## src/rtl/riscv_ctrl_pkg.sv

```systemverilog
// Shared encodings for the multi-cycle RV32I control FSM.
// States, opcodes and datapath select codes.
package riscv_ctrl_pkg;

  typedef logic [3:0] state_t;

  localparam state_t S_FETCH    = 4'd0;
  localparam state_t S_DECODE   = 4'd1;
  localparam state_t S_MEMADR   = 4'd2;
  localparam state_t S_MEMREAD  = 4'd3;
  localparam state_t S_MEMWB    = 4'd4;
  localparam state_t S_MEMWRITE = 4'd5;
  localparam state_t S_EXECUTER = 4'd6;
  localparam state_t S_EXECUTEI = 4'd7;
  localparam state_t S_LUI      = 4'd8;
  localparam state_t S_ALUWB    = 4'd9;
  localparam state_t S_BRANCH   = 4'd10;
  localparam state_t S_JAL      = 4'd11;
  localparam state_t S_JALR     = 4'd12;
  localparam state_t S_JALLINK  = 4'd13;
  localparam state_t S_TRAP     = 4'd14;

  localparam logic [6:0] OP_LOAD   = 7'b0000011;
  localparam logic [6:0] OP_STORE  = 7'b0100011;
  localparam logic [6:0] OP_R      = 7'b0110011;
  localparam logic [6:0] OP_IMM    = 7'b0010011;
  localparam logic [6:0] OP_BRANCH = 7'b1100011;
  localparam logic [6:0] OP_JAL    = 7'b1101111;
  localparam logic [6:0] OP_JALR   = 7'b1100111;
  localparam logic [6:0] OP_LUI    = 7'b0110111;
  localparam logic [6:0] OP_AUIPC  = 7'b0010111;

  localparam logic [1:0] ALUOP_ADD = 2'b00;
  localparam logic [1:0] ALUOP_SUB = 2'b01;
  localparam logic [1:0] ALUOP_R   = 2'b10;
  localparam logic [1:0] ALUOP_I   = 2'b11;

  localparam logic [1:0] SRCA_PC    = 2'b00;
  localparam logic [1:0] SRCA_OLDPC = 2'b01;
  localparam logic [1:0] SRCA_RS1   = 2'b10;
  localparam logic [1:0] SRCA_ZERO  = 2'b11;

  localparam logic [1:0] SRCB_RS2  = 2'b00;
  localparam logic [1:0] SRCB_IMM  = 2'b01;
  localparam logic [1:0] SRCB_FOUR = 2'b10;

  localparam logic [1:0] RES_ALUOUT = 2'b00;
  localparam logic [1:0] RES_DATA   = 2'b01;
  localparam logic [1:0] RES_ALURES = 2'b10;

  localparam logic [2:0] IMM_I = 3'b000;
  localparam logic [2:0] IMM_S = 3'b001;
  localparam logic [2:0] IMM_B = 3'b010;
  localparam logic [2:0] IMM_J = 3'b011;
  localparam logic [2:0] IMM_U = 3'b100;

endpackage

```

## src/rtl/multicycle_control_instr_decode.sv

```systemverilog
// Opcode/funct3 decode: DECODE successor state, immediate format
// and illegal-branch flag.
import riscv_ctrl_pkg::*;

module instr_decode (
  input  logic [6:0] opcode,
  input  logic [2:0] funct3,
  output state_t     decode_next,
  output logic [2:0] imm_src,
  output logic       branch_illegal
);

  always_comb begin
    decode_next = S_TRAP;
    unique case (1'b1)
      (opcode == OP_LOAD),
      (opcode == OP_STORE):  decode_next = S_MEMADR;
      (opcode == OP_R):      decode_next = S_EXECUTER;
      (opcode == OP_IMM):    decode_next = S_EXECUTEI;
      (opcode == OP_BRANCH): decode_next = S_BRANCH;
      (opcode == OP_JAL):    decode_next = S_JAL;
      (opcode == OP_JALR):   decode_next = S_JALR;
      (opcode == OP_LUI):    decode_next = S_LUI;
      (opcode == OP_AUIPC):  decode_next = S_ALUWB;
      default:               decode_next = S_TRAP;
    endcase
  end

  always_comb begin
    imm_src = IMM_I;
    unique case (1'b1)
      (opcode == OP_STORE):  imm_src = IMM_S;
      (opcode == OP_BRANCH): imm_src = IMM_B;
      (opcode == OP_JAL):    imm_src = IMM_J;
      (opcode == OP_LUI),
      (opcode == OP_AUIPC):  imm_src = IMM_U;
      default:               imm_src = IMM_I;
    endcase
  end

  assign branch_illegal = (funct3[2:1] == 2'b01);

endmodule

```

## src/rtl/multicycle_control.sv

```systemverilog
// Multi-cycle RV32I control FSM driving ALU command, datapath
// selects and enables, with MemReady wait states.
import riscv_ctrl_pkg::*;

module multicycle_control (
  input  logic        clk,
  input  logic        reset,
  input  logic [31:0] Instr,
  input  logic        Zero,
  input  logic        MemReady,
  output logic        PCWrite,
  output logic        AdrSrc,
  output logic        MemRead,
  output logic        MemWrite,
  output logic        IRWrite,
  output logic        RegWrite,
  output logic [1:0]  ResultSrc,
  output logic [1:0]  ALUSrcA,
  output logic [1:0]  ALUSrcB,
  output logic [2:0]  ImmSrc,
  output logic [1:0]  ALUOp,
  output logic [2:0]  ALUFunct3,
  output logic [6:0]  ALUFunct7,
  output logic        IllegalInstr
);

  state_t     state;
  state_t     next_state;
  state_t     decode_next;
  logic [2:0] imm_src;
  logic       branch_illegal;
  logic [6:0] opcode;
  logic [2:0] funct3;
  logic [6:0] funct7;
  logic       unused_bits;

  assign opcode = Instr[6:0];
  assign funct3 = Instr[14:12];
  assign funct7 = Instr[31:25];
  assign unused_bits = ^{Instr[24:15], Instr[11:7]};

  instr_decode u_dec (
    .opcode         (opcode),
    .funct3         (funct3),
    .decode_next    (decode_next),
    .imm_src        (imm_src),
    .branch_illegal (branch_illegal)
  );

  always_ff @(posedge clk) begin
    if (reset) state <= S_FETCH;
    else       state <= next_state;
  end

  always_comb begin
    next_state   = state;
    PCWrite      = 1'b0;
    AdrSrc       = 1'b0;
    MemRead      = 1'b0;
    MemWrite     = 1'b0;
    IRWrite      = 1'b0;
    RegWrite     = 1'b0;
    ResultSrc    = RES_ALUOUT;
    ALUSrcA      = SRCA_PC;
    ALUSrcB      = SRCB_RS2;
    ImmSrc       = IMM_I;
    ALUOp        = ALUOP_ADD;
    ALUFunct3    = 3'b000;
    ALUFunct7    = 7'b0000000;
    IllegalInstr = 1'b0;
    if (!reset) begin
      ImmSrc = imm_src;
      unique case (state)
        S_FETCH: begin
          MemRead = 1'b1;
          if (MemReady) begin
            IRWrite    = 1'b1;
            PCWrite    = 1'b1;
            ALUSrcB    = SRCB_FOUR;
            ResultSrc  = RES_ALURES;
            next_state = S_DECODE;
          end
        end
        S_DECODE: begin
          ALUSrcA    = SRCA_OLDPC;
          ALUSrcB    = SRCB_IMM;
          next_state = decode_next;
        end
        S_MEMADR: begin
          ALUSrcA    = SRCA_RS1;
          ALUSrcB    = SRCB_IMM;
          next_state = (opcode == OP_STORE) ? S_MEMWRITE : S_MEMREAD;
        end
        S_MEMREAD: begin
          AdrSrc  = 1'b1;
          MemRead = 1'b1;
          if (MemReady) next_state = S_MEMWB;
        end
        S_MEMWB: begin
          ResultSrc  = RES_DATA;
          RegWrite   = 1'b1;
          next_state = S_FETCH;
        end
        S_MEMWRITE: begin
          AdrSrc   = 1'b1;
          MemWrite = 1'b1;
          if (MemReady) next_state = S_FETCH;
        end
        S_EXECUTER: begin
          ALUSrcA    = SRCA_RS1;
          ALUOp      = ALUOP_R;
          ALUFunct3  = funct3;
          ALUFunct7  = funct7;
          next_state = S_ALUWB;
        end
        S_EXECUTEI: begin
          ALUSrcA    = SRCA_RS1;
          ALUSrcB    = SRCB_IMM;
          ALUOp      = ALUOP_I;
          ALUFunct3  = funct3;
          // only shifts carry a real funct7; elsewhere it is immediate
          ALUFunct7  = (funct3 == 3'b101) ? funct7 : 7'b0000000;
          next_state = S_ALUWB;
        end
        S_LUI: begin
          ALUSrcA    = SRCA_ZERO;
          ALUSrcB    = SRCB_IMM;
          next_state = S_ALUWB;
        end
        S_ALUWB: begin
          RegWrite   = 1'b1;
          next_state = S_FETCH;
        end
        S_BRANCH: begin
          ALUSrcA    = SRCA_RS1;
          next_state = S_FETCH;
          unique case (funct3[2:1])
            2'b00: begin
              ALUOp   = ALUOP_SUB;
              PCWrite = Zero ^ funct3[0];
            end
            2'b01: next_state = S_TRAP;
            default: begin
              // signed/unsigned less-than via SLT/SLTU
              ALUOp     = ALUOP_R;
              ALUFunct3 = {2'b01, funct3[1]};
              PCWrite   = ~Zero ^ funct3[0];
            end
          endcase
          if (branch_illegal) PCWrite = 1'b0;
        end
        S_JAL: begin
          ALUSrcA    = SRCA_OLDPC;
          ALUSrcB    = SRCB_FOUR;
          PCWrite    = 1'b1;
          next_state = S_ALUWB;
        end
        S_JALR: begin
          ALUSrcA    = SRCA_RS1;
          ALUSrcB    = SRCB_IMM;
          ResultSrc  = RES_ALURES;
          PCWrite    = 1'b1;
          next_state = S_JALLINK;
        end
        S_JALLINK: begin
          ALUSrcA    = SRCA_OLDPC;
          ALUSrcB    = SRCB_FOUR;
          next_state = S_ALUWB;
        end
        S_TRAP: begin
          IllegalInstr = 1'b1;
          next_state   = S_TRAP;
        end
        default: next_state = S_FETCH;
      endcase
    end
  end

endmodule

```

## config.mk

```make
export PLATFORM = sky130hd
export DESIGN_NAME = multicycle_control
export DESIGN_NICKNAME = d
export VERILOG_FILES = /design/src/rtl/riscv_ctrl_pkg.sv /design/src/rtl/multicycle_control_instr_decode.sv /design/src/rtl/multicycle_control.sv
export SDC_FILE = /design/constraint.sdc
export NUM_CORES = 1
export LEC_CHECK = 0
export BUFFER_PORTS_ARGS = -buffer_cell sky130_fd_sc_hd__buf_2
export CORE_ASPECT_RATIO = 1.5
export CORE_MARGIN = 8
export CORE_UTILIZATION = 43
export DETAILED_ROUTE_END_ITERATION = 8
export GPL_ROUTABILITY_DRIVEN = 0
export HOLD_SLACK_MARGIN = 0.06
export PLACE_DENSITY = 0.83
export SYNTH_ARGS = -nofsm -noshare
export SYNTH_HDL_FRONTEND = slang
export SYNTH_HIERARCHICAL = 1
export SYNTH_SLANG_ARGS = --single-unit
```

## constraint.sdc

```tcl
create_clock -name clk -period 2.5 [get_ports clk]
set_clock_uncertainty 0.1 [all_clocks]
set_input_delay 0.5 -clock clk [delete_from_list [all_inputs] [get_ports clk]]
set_output_delay 0.5 -clock clk [all_outputs]
set_load 0.01 [all_outputs]
```

==> results of run 1 <==
==> cells in the final DEF, fill, tap and decap left out, drive strengths merged, types with 2 or more instances in the layout <==
cell type / synthesis / layout
buf: 12 / 56
a21oi: 16 / 16
nor2b: 10 / 10
nor3: 9 / 9
nand2: 8 / 8
nand3: 8 / 8
nor2: 8 / 8
o21ai: 7 / 7
and2: 7 / 7
nand2b: 7 / 7
inv: 6 / 6
or3: 6 / 6
xor2: 4 / 4
nor4: 4 / 4
dfxtp: 4 / 4
and3: 3 / 3
clkbuf: 3 / 3
a2111oi: 3 / 3
nand3b: 2 / 2
o21bai: 2 / 2
nor3b: 2 / 2
a211oi: 2 / 2
and3b: 2 / 2
or4b: 2 / 2
==> Yosys cell counts, types with 3 or more instances <==
master and instances:
buf_2 3, or3_1 5, and2_1 7, a21oi_1 16, buf_6 3, clkbuf_1 3, nand2b_1 7, nor2_1 7
o21ai_0 7, nand3_1 8, dfxtp_1 4, xor2_1 4, and3_1 3, nor3_1 9, buf_4 5, inv_1 5
nor2b_1 9, nand2_1 8, nor4_1 3
==> kinds of logic (layout without fill, tap and decap cells) <==
logic type	after synthesis	after routing	synth area share, %
buf+inv	21	65	11.9
compound gates	40	40	26.9
flops	4	4	7.72
xor+xnor	5	5	4.22
mux	2	2	2.05
simple gates	81	81	47.2
==> how the worst max path moves through the flow <==
stage / start / endpoint / cells past startpoint
after floorplan: MemReady / PCWrite / 3
after global placement: MemReady / PCWrite / 5
after detailed placement: MemReady / PCWrite / 5
after CTS: state[2] / PCWrite / 4
after global routing: state[2] / PCWrite / 4
final: MemReady / PCWrite / 5
==> worst max-delay path: cells and delay by family <==
| kind | cells | cell delay (ps) |
|---|---|---|
| AO/OA/AOI/OAI | 2 | 550 |
| buffers and inverters | 2 | 330 |
| AND/OR/NAND/NOR | 1 | 390 |
==> power groups by stage <==
stage          logic [mW]  clock network (mW)  registers, mW
6_report            0.808              0.0860          0.166
5_1_grt             0.899              0.0877          0.174
4_1_cts             0.805              0.0874          0.160
3_3_place_gp        0.788                   0          0.162
3_5_place_dp        0.801                   0          0.161
2_1_floorplan       0.686                   0          0.109
==> area by class of cell <==
class / count / area, µm² / area share [%]
repair buffers: 56 / 300 / 23.2
inverters: 6 / 22.5 / 1.74
multi-input cells: 128 / 836 / 64.6
well taps: 24 / 30.0 / 2.32
flip-flops and latches: 4 / 82.6 / 6.38
clock buffers: 3 / 22.5 / 1.74
==> routing by layer <==
metal	share of wire, %	vias up	routed length [µm]	GRT usage, %
met1	42	561	1260	14.3
met3	8.8	2	265	3.67
met2	48	46	1450	22.7
li1	-	651	-	-
met5	0	-	0	0
met4	1.2	0	36	5.07
==> metrics by stage <==
| stage | total power [mW] | hold slack [ps] |
|---|---|---|
| 3_3_place_gp | 0.949 | 659 |
| 3_5_place_dp | 0.963 | 661 |
| 4_1_cts | 1.05 | 547 |
| 6_report | 1.06 | 554 |
| 5_1_grt | 1.16 | 595 |
| 2_1_floorplan | 0.795 | 572 |
==> what timing repair did <==
item	CTS	global route
hold buffers	0	0
setup endpoints to repair	0	2
resized for setup	0	3
==> results.txt, run 1 <==
vias = 1260
CP Data Arrival Time = 1770 ps
min cycle time layout = 2370 ps
Detail Placement HPWL = 2.40 mm
Inserted Clock Buffers = 3
worst vdd ir = 0.368 mV
DR iter-0 viols = 26
Bufs on Longest Clock Path = 2
Pleak = 0.601 nW
antenna violations before repair = 0
worst hold path class = in -> reg
I/O pin count = 64
Post-DP Area = 1270 µm²
biggest regs = state (4)
Slew HR = 72.0%
Synth top area share = 7.72%
Post-Syn Nets = 189
total track usage = 13.1%
Sw Share = 50.8%
Chip Height = 76.2 µm
chip width = 56.1 µm
remaining global-route overflow = 0
Slew Viols, Final = 0
hold path endpoint = state[0]
Fill cells = 240
layout cells sized above 1 = 36.5%
CP Max Fanout = 8
Fin Setup TNS = 0 ps
Critical-path top delay cell = or3b_1
clk root buf = clkbuf_4
slowest cell delay on critical path = 390 ps
DR pass1 iterations = 4
Period Utilization, post-route = 94.6%
Max-cap violations = 0
TritonCTS clock tree = yes
final core utilization = 54.7%
Net Sw Power = 538 µW
Num Clock Sinks = 4
post-route cell area = 1290 µm²
vias in the first global route = 1176
detailed-route DRC error count = 0
endpoints failing setup = 0
non-filler cells in the finished layout = 221
initial core utilization = 43.8%
outcome = completed
vias per cell = 5.70
CP Launch Type = input port
setup ws final = 135 ps
R2R cell count = 5
worst path cell trace = buf_2 > or3b_1 > a211o_1 > a311oi_1 > buf_2
final WL = 3.01 mm
power share of the clock group = 8.1%
Cells after DPL = 218
Post-synth EDFFs = 0
Biggest register = state
slew at the pin closest to its max-slew limit = 420 ps
Worst-path clk slew = 40 ps
logic gate share of total power = 76.2%
wire length per cell = 13.6 µm
Synth area leaders = a21oi_1, dfxtp_1, nor2b_1
internal power = 521 µW
postcts setup bufs = 0
register area share after synthesis = 7.72%
core area = 2370 µm²
Netlist cell types = 49
hold_sp = MemReady
htree depth = 1
crit end category = primary output
RSZ-0062 raised after global routing = no
Inserted Diodes = 0
Yosys warnings = 6
PortBufs = 48
Reg power frac = 15.7%
CP Class = in -> out
FF-to-FF End = state[2]
FF-to-FF Start = state[0]
hold violation total from the final report = 0
Synth Instances = 153
hold path depth = 3
final net count = 235
max reg flops = 4
Die ar. = 4270 µm²
synthesized area per cell = 6.78 µm²
FMAX = 423 MHz
Pwr per Cell Area = 819 nW/µm²
top_reg_cell synth = dfxtp_1
Synth async-reset ratio = 0%
largest net degree at the start of global routing = 30
pre-CTS setup slack = 136 ps
Final ANT Viol Nets = 0
reg-to-reg setup timing slack = 430 ps
Worst Path Required = 1900 ps
row count = 22
synthesized flop and latch total = 4
dominant cell type by area after synthesis = a21oi_1
first-pass GRT wire length = 5.04 mm
Clock Latency Late Sink = 250 ps
most used cell, CP = buf_2
Post-Syn Area = 1040 µm²
synth-to-layout area growth = 24.7%
No activity file was read; power rests on OpenSTA's default activity.
==> inputs of run 2 (changes only) <==
--- a/config.mk
+++ b/config.mk
@@ -13,6 +13,7 @@
 export GPL_ROUTABILITY_DRIVEN = 0
 export HOLD_SLACK_MARGIN = 0.06
 export PLACE_DENSITY = 0.83
+export RECOVER_POWER = 25
 export SYNTH_ARGS = -nofsm -noshare
 export SYNTH_HDL_FRONTEND = slang
 export SYNTH_HIERARCHICAL = 1
==> results.txt, run 2 (synthesis results as in run 1) <==
first-pass GRT wire length = 5.04 mm (unchanged)
Worst Path Required = 1900 ps (about the same)
biggest regs = state (4) (unchanged)
R2R cell count = 5 (unchanged)
detailed-route DRC error count = 0 (unchanged)
postcts setup bufs = 0 (unchanged)
FMAX = 423 MHz (about the same)
crit end category = primary output (unchanged)
outcome = completed (unchanged)
hold violation total from the final report = 0 (unchanged)
reg-to-reg setup timing slack = 430 ps (about the same)
post-route cell area = 1290 µm² (about the same)
non-filler cells in the finished layout = 221 (unchanged)
CP Launch Type = input port (unchanged)
layout cells sized above 1 = 33.5% (was 36.5%)
vias = 1264 (was 1260)
slew at the pin closest to its max-slew limit = 420 ps (unchanged)
Critical-path top delay cell = or3b_1 (unchanged)
DR iter-0 viols = 25 (was 26)
TritonCTS clock tree = yes (unchanged)
Pwr per Cell Area = 823 nW/µm² (was 819 nW/µm²)
Final ANT Viol Nets = 0 (unchanged)
worst vdd ir = 0.369 mV (was 0.368 mV)
pre-CTS setup slack = 136 ps (unchanged)
core area = 2370 µm² (unchanged)
clk root buf = clkbuf_4 (unchanged)
most used cell, CP = buf_2 (unchanged)
Die ar. = 4270 µm² (unchanged)
CP Max Fanout = 8 (unchanged)
Biggest register = state (unchanged)
area occupied by multi-input gates = 836 µm² (unchanged)
cts hold-fix bufs = 0 (unchanged)
initial core utilization = 43.8% (unchanged)
Worst-path clk slew = 40 ps (about the same)
vias per cell = 5.72 (was 5.70)
Max-cap violations = 0 (unchanged)
Chip Height = 76.2 µm (unchanged)
Reg area = 82.6 µm² (unchanged)
Num Clock Sinks = 4 (unchanged)
CP Data Arrival Time = 1770 ps (about the same)
I/O pin count = 64 (unchanged)
hold path depth = 3 (unchanged)
antenna violations before repair = 0 (unchanged)
final WL = 3.02 mm (was 3.01 mm)
DR pass1 iterations = 4 (unchanged)
Inserted Diodes = 0 (unchanged)
Fin Setup TNS = 0 ps (unchanged)
final net count = 235 (unchanged)
row count = 22 (unchanged)
commonest cells after routing, fill and taps aside = buf_2, a21oi_1, nor3_1 (unchanged)
Period Utilization, post-route = 94.6% (about the same)
RSZ-0062 raised after global routing = no (unchanged)
endpoints failing setup = 0 (unchanged)
Cells after DPL = 218 (unchanged)
worst path cell trace = buf_2 > or3b_1 > a211o_1 > a311oi_1 > buf_2 (unchanged)
setup ws final = 135 ps (about the same)
Slew HR = 72.0% (unchanged)
Fill cells = 244 (was 240)
Slew Viols, Final = 0 (unchanged)
vias in the first global route = 1176 (unchanged)
worst hold path class = in -> reg (unchanged)
Inserted Clock Buffers = 3 (unchanged)
htree depth = 1 (unchanged)
PortBufs = 48 (unchanged)
min cycle time layout = 2370 ps (about the same)
slowest cell delay on critical path = 390 ps (about the same)
commonest non-fill, non-tap cell in the layout = buf_2 (unchanged)
CP Class = in -> out (unchanged)
Clock Latency Late Sink = 250 ps (about the same)
Bufs on Longest Clock Path = 2 (unchanged)
synth-to-layout area growth = 24.0% (was 24.7%)
wire length per cell = 13.7 µm (was 13.6 µm)
chip width = 56.1 µm (unchanged)
Post-DP Area = 1270 µm² (unchanged)
total track usage = 13.1% (unchanged)
max reg flops = 4 (unchanged)
remaining global-route overflow = 0 (unchanged)
Detail Placement HPWL = 2.40 mm (unchanged)
CTS resizes = 0 (unchanged)
largest net degree at the start of global routing = 30 (unchanged)
Pleak = 0.578 nW (was 0.601 nW)
[run 2: worst paths after layout]
path	start	endpoint
worst max-delay path	MemReady	PCWrite
worst min-delay path	MemReady	state[0]
worst max register to register	state[0]	state[2]
worst min register to register	state[2]	state[1]
[run 2: area by class of cell]
cell class,count,share of cell area (%)
inverter,6,1.75
sequential,4,6.42
timing repair buffer,56,22.8
tap,24,2.33
clock buffer,3,1.75
multi-input combinational,128,65.0
[run 2: metrics by stage]
step                      util (%)  total power, mW  hold WS (ps)
after floorplan                  -            0.795           572
after global placement        53.5            0.949           659
after detailed placement      53.5            0.963           661
after CTS                     54.4             1.05           547
after global routing          54.3             1.16           595
final                         54.3             1.06           554
[run 2: worst max-delay path, delay by kind of cell]
kind,cells,cell delay [ps]
AOI/OAI and AO/OA,2,550
buffers and inverters,2,330
and+or+nand+nor,1,390
[run 2: metal layers]
layer,track usage [%],part of all wire [%]
met1,14.3,42
met2,22.7,48
met3,3.67,8.6
met4,5.07,1.2
met5,0,0
[run 2: where the power goes]
| part | leakage [nW] | total [mW] | internal [mW] | switching, mW |
|---|---|---|---|---|
| sequential | 0.0337 | 0.166 | 0.0973 | 0.0685 |
| combinational | 0.530 | 0.807 | 0.369 | 0.438 |
| clock | 0.0138 | 0.0860 | 0.0540 | 0.0320 |
| total | 0.578 | 1.06 | 0.520 | 0.539 |
==> inputs of run 3 (changes only) <==
--- a/config.mk
+++ b/config.mk
@@ -5,14 +5,17 @@
 export SDC_FILE = /design/constraint.sdc
 export NUM_CORES = 1
 export LEC_CHECK = 0
+export ABC_AREA = 1
 export BUFFER_PORTS_ARGS = -buffer_cell sky130_fd_sc_hd__buf_2
+export CELL_PAD_IN_SITES_DETAIL_PLACEMENT = 1
+export CELL_PAD_IN_SITES_GLOBAL_PLACEMENT = 2
 export CORE_ASPECT_RATIO = 1.5
 export CORE_MARGIN = 8
-export CORE_UTILIZATION = 43
+export CORE_UTILIZATION = 16
 export DETAILED_ROUTE_END_ITERATION = 8
 export GPL_ROUTABILITY_DRIVEN = 0
 export HOLD_SLACK_MARGIN = 0.06
-export PLACE_DENSITY = 0.83
+export PLACE_DENSITY = 0.82
 export RECOVER_POWER = 25
 export SYNTH_ARGS = -nofsm -noshare
 export SYNTH_HDL_FRONTEND = slang
==> results.txt, run 3 <==
CP Max Fanout = 7 (was 8)
Detail Placement HPWL = 3.01 mm (was 2.40 mm)
hold path endpoint = state[1] (was state[0])
Net Sw Power = 440 µW (was 539 µW)
CP Data Arrival Time = 1660 ps (was 1770 ps)
endpoints failing setup = 0 (unchanged)
CP Class = reg -> out (was in -> out)
clk root buf = clkbuf_8 (was clkbuf_4)
synthesized area per cell = 4.80 µm² (was 6.78 µm²)
worst hold path class = in -> reg (unchanged)
Synth async-reset ratio = 0% (unchanged)
R2R cell count = 8 (was 5)
row count = 32 (was 22)
FMAX = 443 MHz (was 423 MHz)
vias = 1265 (was 1264)
vias per cell = 4.32 (was 5.72)
I/O pin count = 64 (unchanged)
Max-cap violations = 0 (unchanged)
Num Clock Sinks = 4 (unchanged)
Clock Latency Late Sink = 220 ps (was 250 ps)
htree depth = 1 (unchanged)
Post-synth EDFFs = 0 (unchanged)
Worst-path clk slew = 30 ps (was 40 ps)
dominant cell type by area after synthesis = nand2_1 (was a21oi_1)
Chip Height = 104 µm (was 76.2 µm)
layout cells sized above 1 = 26.2% (was 33.5%)
RSZ-0062 raised after global routing = no (unchanged)
PortBufs = 48 (unchanged)
Period Utilization, post-route = 90.3% (was 94.6%)
remaining global-route overflow = 0 (unchanged)
Reg power frac = 14.9% (was 15.7%)
power share of the clock group = 16.3% (was 8.1%)
FF-to-FF End = state[2] (unchanged)
Pwr per Cell Area = 684 nW/µm² (was 823 nW/µm²)
chip width = 74.8 µm (was 56.1 µm)
Synth Instances = 173 (was 153)
Bufs on Longest Clock Path = 2 (unchanged)
min cycle time layout = 2260 ps (was 2370 ps)
Fill cells = 703 (was 244)
antenna violations before repair = 0 (unchanged)
largest net degree at the start of global routing = 23 (was 30)
first-pass GRT wire length = 5.59 mm (was 5.04 mm)
initial core utilization = 16.3% (was 43.8%)
Sw Share = 53.2% (was 50.9%)
Inserted Clock Buffers = 3 (unchanged)
total track usage = 8.81% (was 13.1%)
cts hold-fix bufs = 0 (unchanged)
hold violation total from the final report = 0 (unchanged)
core area = 5080 µm² (was 2370 µm²)
crit end category = primary output (unchanged)
final net count = 263 (was 235)
vias in the first global route = 1320 (was 1176)
Netlist cell types = 25 (was 49)
Yosys warnings = 6 (unchanged)
DR iter-0 viols = 28 (was 25)
Worst Path Required = 1900 ps (about the same)
Slew HR = 71.4% (was 72.0%)
hold_sp = reset (was MemReady)
hold path depth = 4 (was 3)
reg-to-reg setup timing slack = 930 ps (was 430 ps)
max reg flops = 4 (unchanged)
Die ar. = 7790 µm² (was 4270 µm²)
Slew Viols, Final = 0 (unchanged)
worst vdd ir = 0.199 mV (was 0.369 mV)
DR pass1 iterations = 4 (unchanged)
Synth top area share = 18.6% (was 7.72%)
top-count cell post-synth = nand2_1 (was a21oi_1)
synth-to-layout area growth = 45.7% (was 24.0%)
synthesized flop and latch total = 4 (unchanged)
most frequent cells after synthesis = nand2_1, nor2_1, inv_1 (was a21oi_1, nor2b_1, nor3_1)
internal power = 387 µW (was 520 µW)
final WL = 3.41 mm (was 3.02 mm)
hold_ws = 481 ps (was 554 ps)
FF-to-FF Start = state[2] (was state[0])
Post-Syn Nets = 209 (was 189)
CP Launch Type = flip-flop (was input port)
detailed-route DRC error count = 0 (unchanged)
Pleak = 0.705 nW (was 0.578 nW)
logic gate share of total power = 68.8% (was 76.2%)
register area share after synthesis = 9.65% (was 7.72%)
Biggest register = state (unchanged)
commonest cells after routing, fill and taps aside = buf_2, nand2_1, nor2_1 (was buf_2, a21oi_1, nor3_1)
Final ANT Viol Nets = 0 (unchanged)
slew at the pin closest to its max-slew limit = 427 ps (was 420 ps)
commonest non-fill, non-tap cell in the layout = buf_2 (unchanged)
Fin Setup TNS = 0 ps (unchanged)
Inserted Diodes = 0 (unchanged)
top_reg_cell synth = dfxtp_1 (unchanged)
Post-Syn Area = 830 µm² (was 1040 µm²)
biggest regs = state (4) (unchanged)
wire length per cell = 11.6 µm (was 13.7 µm)
TritonCTS clock tree = yes (unchanged)
outcome = completed (unchanged)
Synth area leaders = nand2_1, nor2_1, inv_1 (was a21oi_1, dfxtp_1, nor2b_1)
run 3: cell types whose count changed after synthesis, sizes merged, moves of 7 or more:
| cell | change |
|---|---|
| nand2 | +36 |
| inv | +29 |
| nor2 | +29 |
| buf | -12 |
| nor2b | -9 |
| and2 | -7 |
| nand2b | -7 |
run 3: cell type report:
cell class / instances / area (µm²) / area share, %
Clock buffer: 3 / 41.3 / 3.42
Inverter: 35 / 131 / 10.9
Multi-Input combinational cell: 132 / 616 / 50.9
Sequential cell: 4 / 80.1 / 6.63
Tap cell: 68 / 85.1 / 7.04
Timing Repair Buffer: 51 / 255 / 21.1
run 3: per-stage QoR:
step	cell area [µm²]	utilization, %	std cells	worst slack, ps	power (mW)
6_report	1210	23.8	293	243	0.827
2_1_floorplan	830	-	173	661	0.481
4_1_cts	1210	23.8	293	127	0.848
3_5_place_dp	1170	23.0	290	358	0.706
3_3_place_gp	1170	23.0	290	397	0.700
5_1_grt	1210	23.8	293	22.5	0.932
run 3: metal layers:
metal / GRT usage, % / part of all wire, % / up-vias
met5: 0 / 0 / -
met4: 3.38 / 1.2 / 0
met3: 1.45 / 9.7 / 4
met2: 16.2 / 50 / 43
met1: 9.29 / 40 / 570
li1: - / - / 648
run 3: worst max-delay path by stage:
stage	startpoint	to	cells past startpoint
6_report	state[2]	ALUSrcB[0]	7
5_1_grt	state[2]	ALUFunct7[1]	7
4_1_cts	state[0]	ALUFunct3[1]	7
3_5_place_dp	state[0]	ALUFunct3[1]	7
3_3_place_gp	state[0]	ALUFunct3[0]	8
2_1_floorplan	state[0]	ALUFunct3[1]	6
run 3: power by group through the flow:
| stage | Sequential, mW | Combinational, mW | Clock, mW |
|---|---|---|---|
| floorplan | 0.114 | 0.367 | 0 |
| global placement | 0.121 | 0.579 | 0 |
| detailed placement | 0.123 | 0.584 | 0 |
| CTS | 0.122 | 0.587 | 0.139 |
| global route | 0.129 | 0.657 | 0.146 |
| finish | 0.123 | 0.569 | 0.135 |
run 3: what timing repair did:
| item | in CTS | in global routing |
|---|---|---|
| endpoints found under the setup margin | 0 | 7 |
| gates resized for setup | 0 | 2 |
| buffers inserted | 0 | 0 |
run 3: cells by family after synthesis:
group                     after synthesis  share of synthesized area [%]
and+or+nand+nor                       103                           53.4
DFF                                     4                           9.65
buffers and inverters                  37                           16.7
AOI/OAI and AO/OA                      28                           19.2
xor gates and xnor gates                1                           1.06
run 3: worst max-delay path: stages (launching register included):
cell and delay (ps):
dfxtp_1 340, nor2_1 110, clkbuf_1 270, inv_1 70, nor2_1 200, a21oi_1 100
a31oi_1 200, buf_2 150
